$ cat config.mk
export PLATFORM = sky130hd
export DESIGN_NAME = bcd_xs3_seq_conv
export DESIGN_NICKNAME = d
export VERILOG_FILES = /design/src/rtl/bcd_xs3_seq_conv.sv
export SDC_FILE = /design/constraint.sdc
export NUM_CORES = 1
export LEC_CHECK = 0
export CAP_MARGIN = 20
export CORE_MARGIN = 2
export CORE_UTILIZATION = 49
export CTS_CLUSTER_SIZE = 12
export DETAILED_ROUTE_END_ITERATION = 6
export PLACE_DENSITY = 0.83
export SYNTH_ARGS = -nofsm -noshare
export SYNTH_HDL_FRONTEND = slang
export SYNTH_SLANG_ARGS = --single-unit
$ cat constraint.sdc
create_clock -name clk -period 2.99 [get_ports clk]
set_clock_uncertainty 0.15 [all_clocks]
set_input_delay 0.598 -clock clk [delete_from_list [all_inputs] [get_ports clk]]
set_output_delay 0.598 -clock clk [all_outputs]
set_load 0.05 [all_outputs]
$ cat src/rtl/bcd_xs3_seq_conv.sv
// Multi-digit BCD <-> Excess-3 converter.
// One 4-bit digit is converted per clock, least-significant digit first.
// Invalid digits produce 4'hF and set their bit in out_err; conversion
// always runs to completion. Valid/ready handshakes on both sides.
module bcd_xs3_seq_conv #(
    parameter int unsigned DIGITS = 4
) (
    input  logic                  clk,
    input  logic                  rst_n,
    input  logic                  in_valid,
    output logic                  in_ready,
    input  logic [4*DIGITS-1:0]   in_data,
    input  logic                  in_mode,
    output logic                  out_valid,
    input  logic                  out_ready,
    output logic [4*DIGITS-1:0]   out_data,
    output logic [DIGITS-1:0]     out_err
);

    localparam int unsigned        W     = 4 * DIGITS;
    localparam int unsigned        CNT_W = (DIGITS > 1) ? $clog2(DIGITS) : 1;
    localparam logic [CNT_W-1:0]   LAST  = CNT_W'(DIGITS - 1);

    typedef enum logic [1:0] {
        S_IDLE,
        S_CONV,
        S_DONE
    } state_t;

    state_t             state_q, state_d;
    logic [W-1:0]       work_q,  work_d;
    logic [DIGITS-1:0]  err_q,   err_d;
    logic [CNT_W-1:0]   cnt_q,   cnt_d;
    logic               mode_q,  mode_d;

    logic [3:0]         cur_digit;
    logic [3:0]         conv_res;
    logic               conv_bad;

    // Convert the digit sitting at the bottom of the work register.
    always_comb begin
        cur_digit = work_q[3:0];
        conv_bad  = 1'b0;
        conv_res  = 4'h0;
        if (!mode_q) begin
            conv_bad = (cur_digit > 4'd9);
            conv_res = cur_digit + 4'd3;
        end else begin
            conv_bad = (cur_digit < 4'd3) || (cur_digit > 4'd12);
            conv_res = cur_digit - 4'd3;
        end
        if (conv_bad) begin
            conv_res = 4'hF;
        end
    end

    // Next-state and datapath update: load on accept, shift/convert in CONV,
    // hold in DONE until the result is taken.
    always_comb begin
        state_d = state_q;
        work_d  = work_q;
        err_d   = err_q;
        cnt_d   = cnt_q;
        mode_d  = mode_q;
        case (state_q)
            S_IDLE: begin
                if (in_valid) begin
                    work_d  = in_data;
                    mode_d  = in_mode;
                    cnt_d   = '0;
                    err_d   = '0;
                    state_d = S_CONV;
                end
            end
            S_CONV: begin
                // Result enters at the top; after DIGITS shifts digit 0 is back at [3:0].
                work_d           = work_q >> 4;
                work_d[W-1 -: 4] = conv_res;
                for (int unsigned i = 0; i < DIGITS; i++) begin
                    if (conv_bad && (cnt_q == CNT_W'(i))) begin
                        err_d[i] = 1'b1;
                    end
                end
                cnt_d = cnt_q + 1'b1;
                if (cnt_q == LAST) begin
                    state_d = S_DONE;
                end
            end
            S_DONE: begin
                if (out_ready) begin
                    state_d = S_IDLE;
                end
            end
            default: begin
                state_d = S_IDLE;
            end
        endcase
    end

    // FSM state register.
    always_ff @(posedge clk or negedge rst_n) begin
        if (!rst_n) begin
            state_q <= S_IDLE;
        end else begin
            state_q <= state_d;
        end
    end

    // Datapath registers: work word, error mask, digit counter, latched mode.
    always_ff @(posedge clk or negedge rst_n) begin
        if (!rst_n) begin
            work_q <= '0;
            err_q  <= '0;
            cnt_q  <= '0;
            mode_q <= 1'b0;
        end else begin
            work_q <= work_d;
            err_q  <= err_d;
            cnt_q  <= cnt_d;
            mode_q <= mode_d;
        end
    end

    assign in_ready  = (state_q == S_IDLE);
    assign out_valid = (state_q == S_DONE);
    assign out_data  = work_q;
    assign out_err   = err_q;

endmodule
After elaboration in Yosys (flattened, before gate mapping)
Cells that the tools add are included.
{ "totals": {"register_bits": 25, "latchBits": 0, "ramBits": 0, "romBits": 0, "in_bits": 21, "out_inout_bits": 22, "wordCells": 58, "mem_count": 0} }
{ "classes": {"addsub": 3, "multipliers": 0, "div": 0, "order_cmp": 3, "n_eq_ne": 12, "n_shift": 0, "muxes": 17, "bitwise": 0, "n_reduce_logical": 15} }
{ "op_table": {"columns": ["op", "n"], "rows": [
  ["16-bit case mux with 2 select lines", 1],
  ["16-bit two-way mux", 1],
  ["3-bit AND reduction", 5],
  ["4-bit two-way mux", 3],
  ["2-bit inequality test, second input constant", 6],
  ["4-bit greater-than comparator, second input constant", 2],
  ["2-bit two-way mux", 4],
  ["4-bit case mux with 2 select lines", 1],
  ["2-bit == test, second input constant", 3],
  ["2-bit case mux with 3 select lines", 1],
  ["1-bit two-way mux", 5],
  ["4-bit by 2-bit adder with 4-bit output, second input constant", 1],
  ["2-bit by 1-bit == test with 1-bit output, second input constant", 2],
  ["1-bit logical AND", 4],
  ["2-bit logical NOT", 2],
  ["4-bit by 2-bit less-than comparator with 1-bit output, second input constant", 1],
  ["2-bit case mux with 2 select lines", 1],
  ["2-bit AND reduction", 2],
  ["4-bit by 2-bit subtractor with 4-bit output, second input constant", 1],
  ["2-bit by 1-bit adder with 2-bit output, second input constant", 1],
  ["2-bit by 1-bit inequality test with 1-bit output, second input constant", 1],
  ["2-bit nonzero test", 1],
  ["1-bit logical OR", 1]
]} }

Logic depth before layout (Yosys ltp)
{ "logic_depth": {"word_depth": 6, "depth_mapped": 6, "mapped_depth_nobuf": 6} }

Least setup slack after synthesis
Ideal clock, no wire load.
{ "synth_path": {"kind": "register to output", "start": "register state_q[0]", "end": "output port in_ready", "arrival_ns": 1.285, "required_time_ns": 2.242, "path_slack_ns": 0.957, "path_stages_with_launch": 3, "n_path_buf": 1, "path_cell_list": "dfrtp_1 > clkbuf_1 > nor2_1"} }
{ "synth_via": {"elab_chain_len": 1} }
{ "synth_rtl": {"columns": ["element", "line_no", "source"], "rows": [
  ["start, declared", "30", "state_t state_q, state_d;"],
  ["start signal, assigned", "105", "state_q <= state_d;"],
  ["2-bit logical NOT", "124", "assign in_ready = (state_q == S_IDLE);"],
  ["end, declared", "11", "output logic in_ready,"]
]} }
Every way passes these cells.

Worst setup path after layout
{ "layout_path": {"start": "register state_q[0]", "end": "output port out_valid"} }
{ "layout_via": {"elab_chain_len": 1} }
{ "layout_rtl": {"columns": ["element", "line_no", "source"], "rows": [
  ["2-bit == test", "125", "assign out_valid = (state_q == S_DONE);"],
  ["end, declared", "14", "output logic out_valid,"]
]} }
Every way passes these cells.

==> summary.txt <==
STA
  • Fin crit period: roughly 2700 ps
  • Setup Total Neg Slack: 0 ps
  • Max Slew Vio Count: 0
  • Final Cycle Share: 0.918
  • Final hold viol count: 0
  • Max frequency: around 360 MHz
  • Final setup violation count: 0
  • Worst-Margin Slew: roughly 800 ps
  • Rel. slew slack: 0.481
  • RSZ-0062 raised after global routing: no

Yosys
  • Top post-synthesis cells by area: dfrtp_1 45%, mux2i_1 11%, o21ai_0 7.6%
  • Synth Register Bits: 25
  • Syn_nets: 162
  • Yosys top cell by area: dfrtp_1
  • Register area share after synthesis: 0.452
  • Synthesis warning total: 0
  • Count of different cell masters after synthesis: 27
  • Synth top area share: 0.452
  • Netlist Area Pre-Place: roughly 0.0014 sq mm
  • Mean Syn Cell Area: between 10 and 15 sq um
  • Mapped Cells: about 130

Clock tree
  • CTS buffer count: 3
  • CTS Buffer Depth: 2
  • Hold_buf cts: 0
  • CTS root buf: clkbuf_4
  • Sink Count: 25
  • Post_cts resized: 0
  • CTS tree: built
  • Clock latency at the later pin of the worst-skew pair: 330 ps
  • Postcts setup bufs: 0
  • H-tree lvl count: 1
  • Clk slew on worst S/H paths: 150 ps

Critical path
  • FF-to-FF path depth: 6
  • Slowest CP cell: clkdlybuf4s50_1
  • Crit Path Category: flip-flop to output pin
  • Cell Chain, Critical Path: nand2b_1 > inv_1 > clkdlybuf4s50_1
  • Critical path required time: about 2200 ps
  • Max Fanout on Critical Path: 15
  • Arr. time, crit path: approximately 2000 ps
  • R2r endpoint: out_data[13]
  • Crit-path leading delay family: buffers and inverters
  • Flop-to-flop setup slack: between 900 and 1000 ps
  • Worst Setup Start Kind: flip-flop
  • Slowest stage delay, CP: 800 ps
  • R2r startpoint: out_data[0]
  • Crit. End Element: output pin
  • WP buf/inv: 2

GRT
  • Total global-route track usage: 0.212
  • First-pass GRT wire length: roughly 5400 um
  • Global route overflow: 0
  • Vias in the first global route: ~1200
  • Initial antenna violation count: 0
  • Largest net degree at the start of global routing: 26

Floorplanning
  • Core area: between 0.002 and 0.003 sq mm
  • IO Count: between 40 and 50
  • Die width: 57.1 um
  • Die Height: approximately 57 um
  • Std cell rows: 19
  • Die area: about 0.0033 sq mm
  • Starting density of the core: 0.510

Routing
  • TritonRoute pass-1 iters: 4
  • Routed len/inst: between 15 and 20 um
  • DR vias/cell: ~5.5
  • ANT nets after route: 0
  • Iter 0 DRT Violations: 27
  • Total vias in the final route: approximately 1100
  • WL final: roughly 3200 um
  • DR DRC count: 0

Hold path
  • Hold Crit Class: flip-flop to flip-flop
  • Hold path depth: 2
  • Hold Path End: out_err[3]
  • Hold Crit Start: out_err[3]

Layout
  • Share of cells above drive strength 1: 0.0743
  • Net count, final: between 200 and 250
  • Synthesis-to-layout area growth: 33.3%
  • N_diodes: 0

Place
  • DP Wirelength: between 2000 and 2500 um
  • # port buffers: 42
  • GPL Wtd Cong: ~0.80

Status
  • Status: finished clean

Job
  • Max cap viols: 0
==> synth_stat cells, drive strengths merged <==
cell and number:
dfrtp 25, nand2b 3, nor3 1, buf 5
a311oi 3, mux2i 15, a21o 3, a211oi 1
ha 7, clkbuf 3, xor2 1, nor4b 2
nand2 19, mux2 1, a21oi 2, nor2b 1
o21bai 1, inv 7, and2 1, o21ai 22
o21a 2, xnor2 2, nor2 6, a22o 1
==> worst max path at each step <==
stage                          start        end  slack [ps]  depth (start not counted)
after CTS                 state_q[0]  out_valid         270                          3
after global routing      state_q[0]  out_valid         190                          3
after floorplan           state_q[0]   in_ready         960                          2
after detailed placement  state_q[0]  out_valid         650                          3
final                     state_q[0]  out_valid         250                          3
after global placement    state_q[0]  out_valid         690                          3
==> metrics by stage <==
step           instances  worst slack [ps]  cell area (sq um)   util  hold slack [ps]
2_1_floorplan        134               957               1380      -              152
3_3_place_gp         202               689               1810  0.669              342
3_5_place_dp         202               645               1810  0.669              353
4_1_cts              206               267               1840  0.680              387
5_1_grt              206               193               1840  0.680              406
6_report             206               246               1840  0.680              383
==> registers in the layout (all words and copies together) (netlist names) <==
signal,flops
state_q,2
out_data,16
mode_q,1
cnt_q,2
out_err,4
==> cell type report <==
type                            count  area, sq um
Clock buffer                        3         22.5
Clock inverter                      1         7.51
Fill cell                         213          867
Inverter                            7         26.3
Multi-Input combinational cell     94          679
Sequential cell                    25          626
Tap cell                           31         38.8
Timing Repair Buffer               45          443
==> cells in the final DEF (no fill, tap or decap), drive strengths merged, types with 3 or more instances in the layout <==
cell type      netlist  final
inv                  7      7
nand2b               3      3
clkdlybuf4s50        0     42
nor2                 6      6
a21o                 3      3
clkbuf               3      3
a311oi               3      3
nand2               19     19
ha                   7      7
buf                  5      3
dfrtp               25     25
mux2i               15     15
o21ai               22     22
==> worst reg2reg max path, stage by stage, from the launching register on <==
cell,delay [ps]
dfrtp_1,510
inv_1,100
ha_1,250
nand2_1,120
a211oi_4,410
a311oi_1,200
a21o_1,200
==> kinds of logic after synthesis <==
group / Yosys count / share of synthesized area
xor+xnor: 3 / 0.0190
fa+ha+maj: 7 / 0.0633
compound gates: 35 / 0.162
buf+inv: 15 / 0.0561
mux: 16 / 0.117
flops: 25 / 0.452
simple gates: 33 / 0.130
==> routing by layer <==
metal,vias to the layer above,wire (um),global-route usage,share of wire
met5,-,0,0,0
met2,29,1670,0.363,0.53
met3,8,102,0.0249,0.032
li1,533,-,-,-
met1,561,1300,0.273,0.41
met4,0,80,0.0864,0.025
Power is not shown: default switching activity piles up to over one toggle a cycle in this logic, so the estimate is an artifact.
==> edit 1 (same flow settings) <==
The 3 states of `state_t` get a one-hot encoding in 3 bits.
--- a/src/rtl/bcd_xs3_seq_conv.sv
+++ b/src/rtl/bcd_xs3_seq_conv.sv
@@ -21,10 +21,10 @@
     localparam int unsigned        CNT_W = (DIGITS > 1) ? $clog2(DIGITS) : 1;
     localparam logic [CNT_W-1:0]   LAST  = CNT_W'(DIGITS - 1);
 
-    typedef enum logic [1:0] {
-        S_IDLE,
-        S_CONV,
-        S_DONE
+    typedef enum logic [2:0] {
+        S_IDLE = 3'b001,
+        S_CONV = 3'b010,
+        S_DONE = 3'b100
     } state_t;
 
     state_t             state_q, state_d;
Behaviour: no difference found for any inputs over 10 cycles, from zero or initial values and one cycle with rst_n low; not proved beyond that.
==> edit 1 against the original RTL <==
Worst setup slack improved by 8.2 ps; cell count up 3.9%; critical path depth shrank 1; final area is 0.27% higher; via count grew 7.3%; first-iteration DRC count up 48%; sequential cell count up 1; routed wire length rose by 0.92%; core utilization shrank 0.99 points; die area increased by 2.3%; area after synthesis increased by 2.5%; critical endpoint is now in_ready.
==> edit 1: results (changes against the original RTL) <==
Setup Buffers After CTS=0 (unchanged); routed wire length=3180 µm (was 3150 µm); grt met2 use=34.9% (was 36.3%); Non-clock buffer share=23.6% (was 24.0%); #MultiIn Comb=99 (was 94); hpwl dp=2360 µm (was 2450 µm); invs w/o clock=10 (was 7); CTS clk-pin slew, worst paths=130 ps (was 150 ps); total number of vias=1,213 (was 1,131); met3 WL=188 µm (was 102 µm); Comb. pwr=1.39 mW; Area after DPL=1820 µm² (was 1810 µm²); initial DRC count=40 (was 27); YS warnings=0 (unchanged); Die W=57.8 µm (was 57.1 µm); clk_lat worst skew=330 ps (about the same); status=complete, no violations (unchanged); DR WL met2=1570 µm (was 1670 µm); largest cells by area after synthesis=dfrtp_1 (44%), ha_1 (6.2%), nor2_1 (5.0%) (was dfrtp_1 (45%), mux2i_1 (11%), o21ai_0 (7.6%)); Hold Path Sink=out_err[3]$_DFFE_PN0P_ (unchanged); final std cells w/o fill=214 (was 206); max incr delay on CP=830 ps (was 800 ps); hold slack=371 ps (was 383 ps); Final Power=approximately 2.2 mW; pre-CTS setup slack=633 ps (was 645 ps); Mapped Nets=171 (was 162); Layout clock area frac=1.42% (was 1.63%); M1 wire length=1360 µm (was 1300 µm); Worst path slowest cell=clkdlybuf4s50_1 (unchanged); share of cells above drive strength 1=9.84% (was 7.43%); pin count of the biggest net entering global routing=27 (was 26); Non-Clock Buffer Count=44 (was 45); Max Fanout on Critical Path=9 (was 15); Seq/Total Area, Yosys=46.0% (was 45.2%); relative slew slack=64.9% (was 48.1%); Overall Global Routing Usage=21.6% (was 21.2%); clk buf depth=2 (unchanged); Cell variety after synth=30 (was 27); Post-Syn Instances=143 (was 134); clkbuf count=4 (was 3); fraction of area in multi-input gates=35.6% (was 36.9%); global-route wire length before repair=5480 µm (was 5360 µm); met1 Use GR=28.3% (was 27.3%); reg-to-reg critical path endpoint=out_data[13]$_DFFE_PN0P_ (unchanged); FILL cells=215 (was 213); Seq area share=35.3% (was 33.9%); final cycle utilization of the critical path=91.5% (was 91.8%); FF+latch count=26 (was 25); Final Instance Area=1850 µm² (was 1840 µm²); GP Congestion=0.730 (was 0.801); Reg2Reg Setup Slack=1160 ps (was 960 ps); met3 Usage GRT=4.69% (was 2.49%); most instantiated cells after synthesis=dfrtp_1 (25), nor2_1 (19), nand2_1 (13) (was dfrtp_1 (25), o21ai_0 (21), nand2_1 (19)); cell internal pwr=between 1 and 1.5 mW
-- edit 1: worst reg2reg max path: stages, from the launching register on --
cell	delay, ps
dfrtp_1	470
inv_1	120
ha_1	250
nor3_1	220
o21a_1	250
nor2_1	100
a32oi_1	190
-- edit 1: cell families after synthesis --
logic type      Yosys count  share of synthesized area, %
simple gates             49                          18.9
compound gates           38                          18.0
flops                    26                          46.0
buf+inv                  18                          7.59
fa+ha+maj                 7                          6.18
mux                       3                          2.12
xor+xnor                  2                          1.24
-- edit 1: worst max-delay path by stage --
stage               cells after the start                    from       end
floorplan                               2  state_q[0]$_DFFE_PN1P_  in_ready
global placement                        2  state_q[0]$_DFFE_PN1P_  in_ready
detailed placement                      2  state_q[0]$_DFFE_PN1P_  in_ready
CTS                                     2  state_q[0]$_DFFE_PN1P_  in_ready
global route                            2  state_q[0]$_DFFE_PN1P_  in_ready
finish                                  2  state_q[0]$_DFFE_PN1P_  in_ready
==> edit 2 (same settings) <==
Without the edit above. The parameter `DIGITS` goes from 4 to 16.
--- a/src/rtl/bcd_xs3_seq_conv.sv
+++ b/src/rtl/bcd_xs3_seq_conv.sv
@@ -3,7 +3,7 @@
 // Invalid digits produce 4'hF and set their bit in out_err; conversion
 // always runs to completion. Valid/ready handshakes on both sides.
 module bcd_xs3_seq_conv #(
-    parameter int unsigned DIGITS = 4
+    parameter int unsigned DIGITS = 16
 ) (
     input  logic                  clk,
     input  logic                  rst_n,
Ports: changed (resized in_data, out_data and out_err); port bits go from 43 to 151. No check against the original RTL was run, so the function may have changed too.
==> edit 2 against the original RTL <==
Core utilization grew 3.9 points; sequential cell count up 62; routed wire length rose to 3.3 times the old value; critical path type unchanged; worst setup slack improved by 230 ps; global-route usage rose by 4.1 points; maximum frequency grew 8.9%; largest cell class is now sequential cells; final area rose to 3.0 times the old value; die area rose to 2.6 times the old value; area after synthesis increased to 2.8 times the old value.
Power is left out: the tool's default activity adds up to more than one toggle a clock period on the data nets, which glitch-free logic cannot reach.
==> edit 2: results (changes against the original RTL) <==
number of global-route vias before repair=3,374 (was 1,159); grt met2 use=41.2% (was 36.3%); status=complete, no violations (unchanged); met3 WL=461 µm (was 102 µm); Num CTS Buffers=9 (was 3); clkbuf count=11 (was 3); type of the worst min-delay path=in -> async (was reg -> reg); largest cells by area after synthesis=dfrtp_1 (57%), nor2_1 (12%), o22ai_1 (9.8%) (was dfrtp_1 (45%), mux2i_1 (11%), o21ai_0 (7.6%)); Layout clock area frac=3.26% (was 1.63%); Non-clock buffer share=28.5% (was 24.0%); initial DRC count=186 (was 27); placed cells=602 (was 202); reg-to-reg critical path endpoint=out_err[6]$_DFFE_PN0P_ (was out_data[13]$_DFFE_PN0P_); crit path DAT=1770 ps (was 2000 ps); max reg flops=64 (was 16); Mapped Nets=447 (was 162); reg2reg start=state_q[1]$_DFFE_PN0P_ (was out_data[0]$_DFFE_PN0P_); Max Fanout on Critical Path=5 (was 15); CTS clk-pin slew, worst paths=80 ps (was 150 ps); worst slew pin tran=739 ps (was 778 ps); pin count of the biggest net entering global routing=46 (was 26); Post-Syn Instances=371 (was 134); FILL cells=600 (was 213); fraction of area in multi-input gates=25.9% (was 36.9%); met1 Use GR=35.7% (was 27.3%); R2R depth=3 (was 6); FF+latch area=2180 µm² (was 626 µm²); Non-Clock Buffer Count=156 (was 45); IO buf count=150 (was 42); vias per cell=5.43 (was 5.49); clock root buffer=clkbuf_8 (was clkbuf_4); most instantiated cells after synthesis=nor2_1 (117), dfrtp_1 (87), o22ai_1 (60) (was dfrtp_1 (25), o21ai_0 (21), nand2_1 (19)); layout net count=587 (was 204); FF+latch count=87 (was 25); Seq/Total Area, Yosys=57.1% (was 45.2%); Wirelength per Cell=16.9 µm (was 15.3 µm); routed wire length=10,400 µm (was 3150 µm); Cell variety after synth=31 (was 27); #MultiIn Comb=252 (was 94); hpwl dp=7460 µm (was 2450 µm); share of cells above drive strength 1=5.24% (was 7.43%)
==> edit 2: cell types whose count changed in the layout (fill, tap and decap cells not counted), moves of 5 or more <==
| cell | delta |
|---|---|
| clkbuf_8 | +9 |
| dfrtp_1 | +62 |
| clkdlybuf4s50_1 | +107 |
| nor2_1 | +111 |
| nand2_1 | -12 |
| nand3_1 | +5 |
| o21ai_0 | -14 |
| mux2i_1 | -10 |
| o22ai_1 | +60 |
| a32o_1 | +16 |
==> edit 2: cells by family after synthesis <==
kind of cell	synth area share, %
DFF	57.1
AOI/OAI and AO/OA	16.7
and+or+nand+nor	15.9
buffers and inverters	5.61
xor gates and xnor gates	0.460
adders and majority gates	2.30
muxes	1.90
==> edit 2: metrics by stage <==
step	hold slack, ps	setup WS [ps]	utilization (%)	cell area (µm²)
2_1_floorplan	152	926	-	3810
3_3_place_gp	331	378	69.5	5320
3_5_place_dp	332	346	69.5	5320
4_1_cts	114	460	71.9	5500
5_1_grt	134	368	71.9	5500
6_report	105	471	71.9	5500
